==> src/rtl/counter_readback_if.sv <==
// Byte-stream handshake between the counter readback block and its consumer.
// The readback block is the master: it presents the FIFO head with tx_valid and
// tx_data, and the consumer accepts the head with tx_ready.
interface counter_readback_if #(
  parameter int WIDTH = 8
) ();

  logic             tx_valid;
  logic [WIDTH-1:0] tx_data;
  logic             tx_ready;

  modport master (
    output tx_valid,
    output tx_data,
    input  tx_ready
  );

  modport slave (
    input  tx_valid,
    input  tx_data,
    output tx_ready
  );

endinterface

==> src/rtl/counter_readback.sv <==
// Counter readback: snapshots the programmable counter's count bus on an
// edge of the asynchronous cap_req pin, queues the snapshots in a small
// show-ahead FIFO and streams them out over a valid/ready handshake.
// Sticky status: wrap_flag (count went MAX -> 0) and overflow (capture
// dropped because the FIFO was full).
//
// Optional build macro READBACK_DELTA_EN: when defined, each queued entry is
// the distance from the previously accepted snapshot instead of the absolute
// count (base register starts at 0, so the first entry is absolute).
module counter_readback #(
  parameter int WIDTH = 8,
  parameter int DEPTH = 4
) (
  input  logic                     clk,
  input  logic                     rst_n,
  input  logic                     ena,
  input  logic [WIDTH-1:0]         count_in,
  input  logic                     cap_req,
  input  logic                     clr_flags,
  counter_readback_if.master       tx,
  output logic [$clog2(DEPTH):0]   fifo_level,
  output logic                     wrap_flag,
  output logic                     overflow
);

  localparam int PTR_W = $clog2(DEPTH);
  localparam int LVL_W = PTR_W + 1;

  // Pointer arithmetic relies on natural wrap, so DEPTH must be a power of two.
  if (DEPTH < 2 || (DEPTH & (DEPTH - 1)) != 0) begin : g_depth_check
    $error("counter_readback: DEPTH must be a power of two and at least 2");
  end

  // Distance between two counter samples, modulo 2^WIDTH.
  function automatic logic [WIDTH-1:0] count_delta(
    input logic [WIDTH-1:0] now_val,
    input logic [WIDTH-1:0] ref_val
  );
    return now_val - ref_val;
  endfunction

  logic [WIDTH-1:0] count_q;
  logic [WIDTH-1:0] count_prev;

  logic             cap_sync_p0;
  logic             cap_sync_p1;
  logic             cap_prev_p2;
  logic             cap_pulse;

  logic [WIDTH-1:0] mem [DEPTH];
  logic [PTR_W-1:0] wr_ptr;
  logic [PTR_W-1:0] rd_ptr;

  logic             full;
  logic             push_req;
  logic             push;
  logic             pop;
  logic             drop;
  logic             wrap_hit;
  logic [WIDTH-1:0] push_data;

  // ---- stage: count bus sampling ----
  // Register the count bus and keep one cycle of history for wrap detection.
  always_ff @(posedge clk or negedge rst_n) begin
    if (!rst_n) begin
      count_q    <= '0;
      count_prev <= '0;
    end else begin
      count_q    <= count_in;
      count_prev <= count_q;
    end
  end

  // ---- stage: capture request synchronizer and edge detector ----
  // Two flops tame the asynchronous pin; the third remembers the previous
  // synchronized level so a held-high request yields one pulse only.
  always_ff @(posedge clk or negedge rst_n) begin
    if (!rst_n) begin
      cap_sync_p0 <= 1'b0;
      cap_sync_p1 <= 1'b0;
      cap_prev_p2 <= 1'b0;
    end else begin
      cap_sync_p0 <= cap_req;
      cap_sync_p1 <= cap_sync_p0;
      cap_prev_p2 <= cap_sync_p1;
    end
  end

  // The detector runs regardless of ena, so an edge seen while disabled is lost.
  assign cap_pulse = cap_sync_p1 & ~cap_prev_p2;

  // ---- stage: FIFO control ----
  assign full     = (fifo_level == LVL_W'(DEPTH));
  assign pop      = tx.tx_valid & tx.tx_ready;
  assign push_req = cap_pulse & ena;
  // A pop in the same cycle frees the slot, so a full FIFO can still accept.
  assign push     = push_req & (~full | pop);
  assign drop     = push_req & full & ~pop;

  assign wrap_hit = ena & (count_prev == {WIDTH{1'b1}}) & (count_q == '0);

`ifdef READBACK_DELTA_EN
  logic [WIDTH-1:0] base;

  // Remember the last accepted snapshot; dropped captures leave it alone.
  always_ff @(posedge clk or negedge rst_n) begin
    if (!rst_n) begin
      base <= '0;
    end else if (push) begin
      base <= count_q;
    end
  end

  assign push_data = count_delta(count_q, base);
`else
  assign push_data = count_q;
`endif

  // Snapshot storage; cleared on reset so the idle head reads as zero.
  always_ff @(posedge clk or negedge rst_n) begin
    if (!rst_n) begin
      for (int i = 0; i < DEPTH; i++) begin
        mem[i] <= '0;
      end
    end else if (push) begin
      mem[wr_ptr] <= push_data;
    end
  end

  // Read/write pointers, wrapping modulo DEPTH.
  always_ff @(posedge clk or negedge rst_n) begin
    if (!rst_n) begin
      wr_ptr <= '0;
      rd_ptr <= '0;
    end else begin
      if (push) begin
        wr_ptr <= wr_ptr + PTR_W'(1);
      end
      if (pop) begin
        rd_ptr <= rd_ptr + PTR_W'(1);
      end
    end
  end

  // Occupancy: a simultaneous push and pop leaves the level unchanged.
  always_ff @(posedge clk or negedge rst_n) begin
    if (!rst_n) begin
      fifo_level <= '0;
    end else begin
      unique case ({push, pop})
        2'b10:   fifo_level <= fifo_level + LVL_W'(1);
        2'b01:   fifo_level <= fifo_level - LVL_W'(1);
        default: fifo_level <= fifo_level;
      endcase
    end
  end

  // ---- stage: sticky status ----
  // A set event in the same cycle as clr_flags wins.
  always_ff @(posedge clk or negedge rst_n) begin
    if (!rst_n) begin
      wrap_flag <= 1'b0;
      overflow  <= 1'b0;
    end else begin
      if (wrap_hit) begin
        wrap_flag <= 1'b1;
      end else if (clr_flags) begin
        wrap_flag <= 1'b0;
      end
      if (drop) begin
        overflow <= 1'b1;
      end else if (clr_flags) begin
        overflow <= 1'b0;
      end
    end
  end

  // Show-ahead output: head entry is visible whenever the FIFO holds data.
  assign tx.tx_valid = (fifo_level != '0);
  assign tx.tx_data  = mem[rd_ptr];

endmodule

==> src/flat_wrapper.sv <==
// flat-port wrapper written by rule: the top's interface ports become plain ports
module counter_readback_flat 
#(
  parameter int WIDTH = 8,
  parameter int DEPTH = 4
)
  (clk, rst_n, ena, count_in, cap_req, clr_flags, fifo_level, wrap_flag, overflow, tx_tx_valid, tx_tx_data, tx_tx_ready);
  counter_readback_if #(.WIDTH(WIDTH)) tx_i ();
  input  logic clk;
  input  logic rst_n;
  input  logic ena;
  input  logic [WIDTH-1:0] count_in;
  input  logic cap_req;
  input  logic clr_flags;
  output logic [$clog2(DEPTH):0] fifo_level;
  output logic wrap_flag;
  output logic overflow;
  output wire logic [$bits(tx_i.tx_valid)-1:0] tx_tx_valid;
  output wire logic [$bits(tx_i.tx_data)-1:0] tx_tx_data;
  input wire logic [$bits(tx_i.tx_ready)-1:0] tx_tx_ready;
  assign tx_tx_valid = tx_i.tx_valid;
  assign tx_tx_data = tx_i.tx_data;
  assign tx_i.tx_ready = tx_tx_ready;
  counter_readback #(.WIDTH(WIDTH), .DEPTH(DEPTH)) u_core (.clk(clk), .rst_n(rst_n), .ena(ena), .count_in(count_in), .cap_req(cap_req), .clr_flags(clr_flags), .tx(tx_i), .fifo_level(fifo_level), .wrap_flag(wrap_flag), .overflow(overflow));
endmodule
==> config.mk <==
export PLATFORM = sky130hd
export DESIGN_NAME = counter_readback_flat
export DESIGN_NICKNAME = d
export VERILOG_FILES = /design/src/rtl/counter_readback_if.sv /design/src/rtl/counter_readback.sv /design/src/flat_wrapper.sv
export SDC_FILE = /design/constraint.sdc
export NUM_CORES = 1
export LEC_CHECK = 0
export CORE_MARGIN = 4
export CORE_UTILIZATION = 49
export DETAILED_ROUTE_END_ITERATION = 8
export PLACE_DENSITY = 0.83
export SLEW_MARGIN = 20
export SYNTH_ARGS = -nofsm -noshare
export SYNTH_HDL_FRONTEND = slang
export SYNTH_SLANG_ARGS = --single-unit
==> constraint.sdc <==
create_clock -name clk -period 2.4 [get_ports clk]
set_clock_uncertainty 0.05 [all_clocks]
set_input_delay 0.6 -clock clk [delete_from_list [all_inputs] [get_ports clk]]
set_output_delay 0.6 -clock clk [all_outputs]
set_load 0.02 [all_outputs]
Word-level counts from Yosys, hierarchy flattened
Index checks and enable logic that the tools add are counted.

Output and inout port bits: 14. RAM bits: 0. Bits in registers: 60. Bits of input ports: 14. Logic and storage cells: 55. Memory bits (read-only): 0. Bits in latches: 0. Memories kept: 0.

Reductions and logical operators: 6. Bitwise gates (word level): 14. Div/mod/pow operators: 0. Multiplexer cells: 10. Equal/unequal tests: 4. Multipliers: 0. Shift-type cells: 0. Magnitude comparators: 3. Add/sub/neg operators: 4.

Operators with widths (number): bitwise mux 32 bit (1); two-way mux 8 bit (3); binary-select mux 8 bit (select 2 bit) (1); demux 8 bit (select 2 bit) (1); bitwise AND 1 bit (8); equality test 8 bit (second input constant) (1); zero test 8 bit (1); greater-or-equal comparator 3 bit (second input constant) (2); NOT 2 -> 3 bit (2); one-hot mux 3 bit (2 select lines) (1); nonzero test 2 bit (3); adder 2 x 1 -> 2 bit (second input constant) (2); adder 3 x 1 -> 3 bit (second input constant) (1); equality test 3 bit (second input constant) (1); < comparator 3 x 1 -> 1 bit (second input constant) (1); two-way mux 1 bit (3); NOT 1 bit (3); nonzero test 3 bit (1); subtractor 3 x 1 -> 3 bit (second input constant) (1); equality test 2 x 1 -> 1 bit (second input constant) (1); equality test 2 bit (second input constant) (1); logical AND 1 bit (1); bitwise OR 1 bit (1).

Logic depth before layout (Yosys ltp)
Word-level depth: 6. Gate-level depth with buffers: 9. Mapped depth without buffers: 8.

Least setup slack after synthesis
OpenSTA, ideal clock, no wires.

Path type: input to register. From: input tx_tx_ready. To: register u_core.fifo_level[2]. Library setup time: 0.080 ns. Arrival time: 2.315 ns. Stages on the path: 9. Setup slack: -0.044 ns. Data required time: 2.270 ns. Path buffers: 1. Cells stage by stage: or4b_1 buf_2 nand2_1 ha_1 inv_1 fa_1 xor2_1 nor2_1 xor2_1.

Longest elaborated chain between the ends: 5. Elaborated cells on any way between the ends: 7. Those cells by class: 2 x eq/ne; 1 x mux; 3 x bitwise; 1 x reduce/logical.

RTL lines: start, declared (RTL line flat_wrapper.sv:20) `input wire logic [$bits(tx_i.tx_ready)-1:0] tx_tx_ready;`; bitwise AND 1 bit * (RTL line counter_readback.sv:94) `assign pop = tx.tx_valid & tx.tx_ready;`; bitwise OR 1 bit (RTL line counter_readback.sv:97) `assign push = push_req & (~full | pop);`; bitwise AND 1 bit (RTL line counter_readback.sv:97); equality test 2 x 1 -> 1 bit or equality test 2 bit (tied branches) (RTL line counter_readback.sv:150) `unique case ({push, pop})`; one-hot mux 3 bit (2 select lines) or nonzero test 2 bit (tied branches); end signal, assigned (RTL line counter_readback.sv:151) `2'b10: fifo_level <= fifo_level + LVL_W'(1);`; end signal, assigned (RTL line counter_readback.sv:152) `2'b01: fifo_level <= fifo_level - LVL_W'(1);`; end signal, assigned (RTL line counter_readback.sv:153) `default: fifo_level <= fifo_level;`; end, declared (RTL line counter_readback.sv:21) `output logic [$clog2(DEPTH):0] fifo_level,`.

Mark *: on every way between the ends. The rest lies on a longest branch, timed or not. A chain may end at the register's enable or synchronous reset.

Worst setup path after layout
From: register u_core.rd_ptr[0]. To: output tx_tx_data[0].

Longest elaborated chain between the ends: 4.

RTL lines: start, declared (RTL line counter_readback.sv:52) `logic [PTR_W-1:0] rd_ptr;`; start signal, assigned (RTL line counter_readback.sv:140) `rd_ptr <= rd_ptr + PTR_W'(1);`; NOT 2 -> 3 bit (not written as such) (RTL line counter_readback.sv:180) `assign tx.tx_data = mem[rd_ptr];`; binary-select mux 8 bit (select 2 bit) (RTL line counter_readback.sv:180); two-way mux 8 bit (not written as such) (2 in a row) (RTL line counter_readback.sv:180); end, declared (RTL line flat_wrapper.sv:19) `output wire logic [$bits(tx_i.tx_data)-1:0] tx_tx_data;`.

Every way passes these cells. The select of a mux whose other input is x is not followed.

==> results.json <==
{
  "outcome": "completed",
  "cp.required_ps": 1750,
  "cts.path.max_buffers": 2,
  "worstPathMaxFanout": 5,
  "drc": 0,
  "gr-usage-met1": 0.187,
  "netlist_area_sq_um": 2390,
  "r2r_cells": 8,
  "grt_pass1_wl_mm": 7.36,
  "hpwl_mm": 2.94,
  "setup_viol": 0,
  "r2r_end": "u_core.fifo_level[2]",
  "clk_pin_slew_ps": 60,
  "ys_ff_latch": 60,
  "dr_total_vias": 1307,
  "power_mw": 3.71,
  "r2r_start": "u_core.fifo_level[0]",
  "start_util": 0.506,
  "ys_warn_count": 0,
  "synth.area.top_cells": "dfrtp_1 63%, mux2_2 16%, mux4_2 7.5%",
  "cts-htree-levels": 3,
  "nNetsFinal": 206,
  "antenna_found_initial": 0,
  "synth_cell_type_count": 25,
  "clk_latency_ps": 330,
  "async_reset_ff_frac": 1.00,
  "grt_max_degree": 38,
  "syn2layout_area_growth_pct": 24.9,
  "totalWireLength_mm": 4.32,
  "clock.fmax_mhz": 432,
  "antenna_cells": 0,
  "rows": 25,
  "clock-sinks": 60,
  "viasPerCell": 5.09,
  "critPathLaunchType": "flip-flop",
  "synth_edf_count": 0,
  "wl_per_cell_um": 16.8,
  "syn_nets": 164,
  "hold_buffers": 0,
  "die_area_sq_um": 6060,
  "core-area_sq_um": 4720,
  "drtIter0Drc": 71,
  "cts_setup_buffers": 0,
  "yosysMostFrequentCell": "dfrtp_1",
  "peakVddDrop_mv": 0.890,
  "fp.dieW_um": 77.8,
  "rrSetupSlack_ps": 210,
  "ant_nets": 0,
  "drive_gt1_frac": 0.384,
  "grtUsageMet2": 0.273,
  "timing.setup.tns_ps": 0,
  "detail_route.first_pass.iterations": 4,
  "multi_input_area_sq_um": 868,
  "synth_flop_cell": "dfrtp_1",
  "grt_use_met3": 0.0766,
  "power_leakage_nw": 1.33,
  "place.gp.congestion": 0.727,
  "rsz0062_at_grt": "no",
  "fillers": 345,
  "fin_crit_ps": 2320,
  "p_per_area_nw_per_um2": 1240,
  "finalHoldViolations": 0,
  "seq_area_sq_um": 1500,
  "crit_type": "flip-flop to output pin",
  "arrival_ps": 1670,
  "cts_buffers": 9,
  "die_y_um": 77.8,
  "critPathCaptureType": "output pin",
  "synth_top_area_share": 0.628,
  "syn_area_per_cell_sq_um": 16.6,
  "fin_crit_sh": 0.966,
  "maxCapViolations": 0,
  "synth_top_area_cell": "dfrtp_1",
  "grt_overflow_total": 0,
  "clock-root-buffer": "clkbuf_8",
  "relSlewSlack": 0.633,
  "ios": 28,
  "grt_usage": 0.168,
  "netlist_top_cells_count": "60 x dfrtp_1, 33 x mux2_2, 8 x mux4_2",
  "cts_tree": "done",
  "hold_class": "input pin to asynchronous set/reset pin",
  "syn_inst": 144,
  "yosysSeqAreaShare": 0.628,
  "final_max_slew_viol_count": 0,
  "worstMarginPinSlew_ps": 550,
  "busiest_layer": "met2",
  "grt_pass1_vias": 1446,
  "port_buffers": 27
}
[critical path: stages, from the launching register on]
cell	delay, ps
dfrtp_1	350
buf_4	160
mux4_2	500
dlygate4sd2_1	340
[layout by cell type, fill, tap and decap left out, types with 2 or more instances in the layout]
| cell | n |
|---|---|
| buf_4 | 7 |
| clkbuf_1 | 2 |
| clkbuf_8 | 11 |
| clkdlybuf4s15_1 | 5 |
| clkdlybuf4s50_1 | 16 |
| clkinv_2 | 2 |
| dfrtp_1 | 59 |
| dlygate4sd2_1 | 2 |
| dlymetal6s2s_1 | 2 |
| ha_1 | 4 |
| inv_1 | 7 |
| mux2_2 | 33 |
| mux4_2 | 8 |
| nand2_1 | 2 |
| nand3_2 | 4 |
| or4_1 | 2 |
| xnor2_1 | 3 |
| xor2_1 | 3 |
[how the worst max path moves through the flow]
stage	start	endpoint	cells past startpoint
floorplan	tx_tx_ready	u_core.fifo_level[2]	9
global placement	tx_tx_ready	u_core.fifo_level[2]	9
detailed placement	tx_tx_ready	u_core.fifo_level[2]	9
CTS	u_core.rd_ptr[0]	tx_tx_data[4]	3
global route	u_core.rd_ptr[0]	tx_tx_data[0]	3
finish	u_core.rd_ptr[0]	tx_tx_data[0]	3
[timing repair]
action / CTS / global route
pin swaps: 1 / 3
gates resized for setup: 9 / 11
hold endpoints to repair: 0 / 0
endpoints found under the setup margin: 9 / 10
cloned: 0 / 0
[stage by stage]
step,worst slack [ps],utilization,cell area [sq um],hold WS [ps],instances
6_report,82.7,0.632,2990,203,257
5_1_grt,9.75,0.632,2990,216,257
2_1_floorplan,8.71,-,2410,254,144
4_1_cts,7.94,0.629,2970,205,257
3_5_place_dp,-379,0.595,2810,287,242
3_3_place_gp,-284,0.595,2810,289,242
[layout make-up]
cell class,instances,share of cell area
Sequential cell,60,0.503
Multi-Input combinational cell,73,0.291
Timing Repair Buffer,35,0.112
Clock buffer,13,0.0532
Tap cell,67,0.0281
Inverter,7,0.00880
Clock inverter,2,0.00335
[kinds of logic after synthesis]
logic type / Yosys count / synth area share
mux: 42 / 0.235
simple gates: 16 / 0.0487
compound gates: 3 / 0.0131
buf+inv: 11 / 0.0183
xor+xnor: 6 / 0.0220
fa+ha+maj: 6 / 0.0346
flops: 60 / 0.628
[where the power goes]
group          total [mW]  leakage, nW  switching [mW]  internal [mW]
sequential           1.59        0.726           0.238           1.35
clock               0.771       0.0893           0.349          0.422
combinational        1.35        0.516           0.588          0.762
[layer usage]
layer  vias up  part of all wire  wire length, um
met5         -                 0                0
met4         0             0.023               99
met3        10             0.057              246
met2        40              0.52             2220
met1       660              0.40             1750
li1        597                 -                -
[state kept, by name, summed over array words and instances, names as in the netlist]
| name | count |
|---|---|
| u_core.cap_prev_p2 | 1 |
| u_core.cap_sync_p0 | 1 |
| u_core.cap_sync_p1 | 1 |
| u_core.count_prev | 8 |
| u_core.count_q | 8 |
| u_core.fifo_level | 3 |
| u_core.mem | 32 |
| u_core.overflow | 1 |
| u_core.rd_ptr | 2 |
| u_core.wr_ptr | 2 |
| u_core.wrap_flag | 1 |
Note: power is estimated with default switching activity, not from simulation.
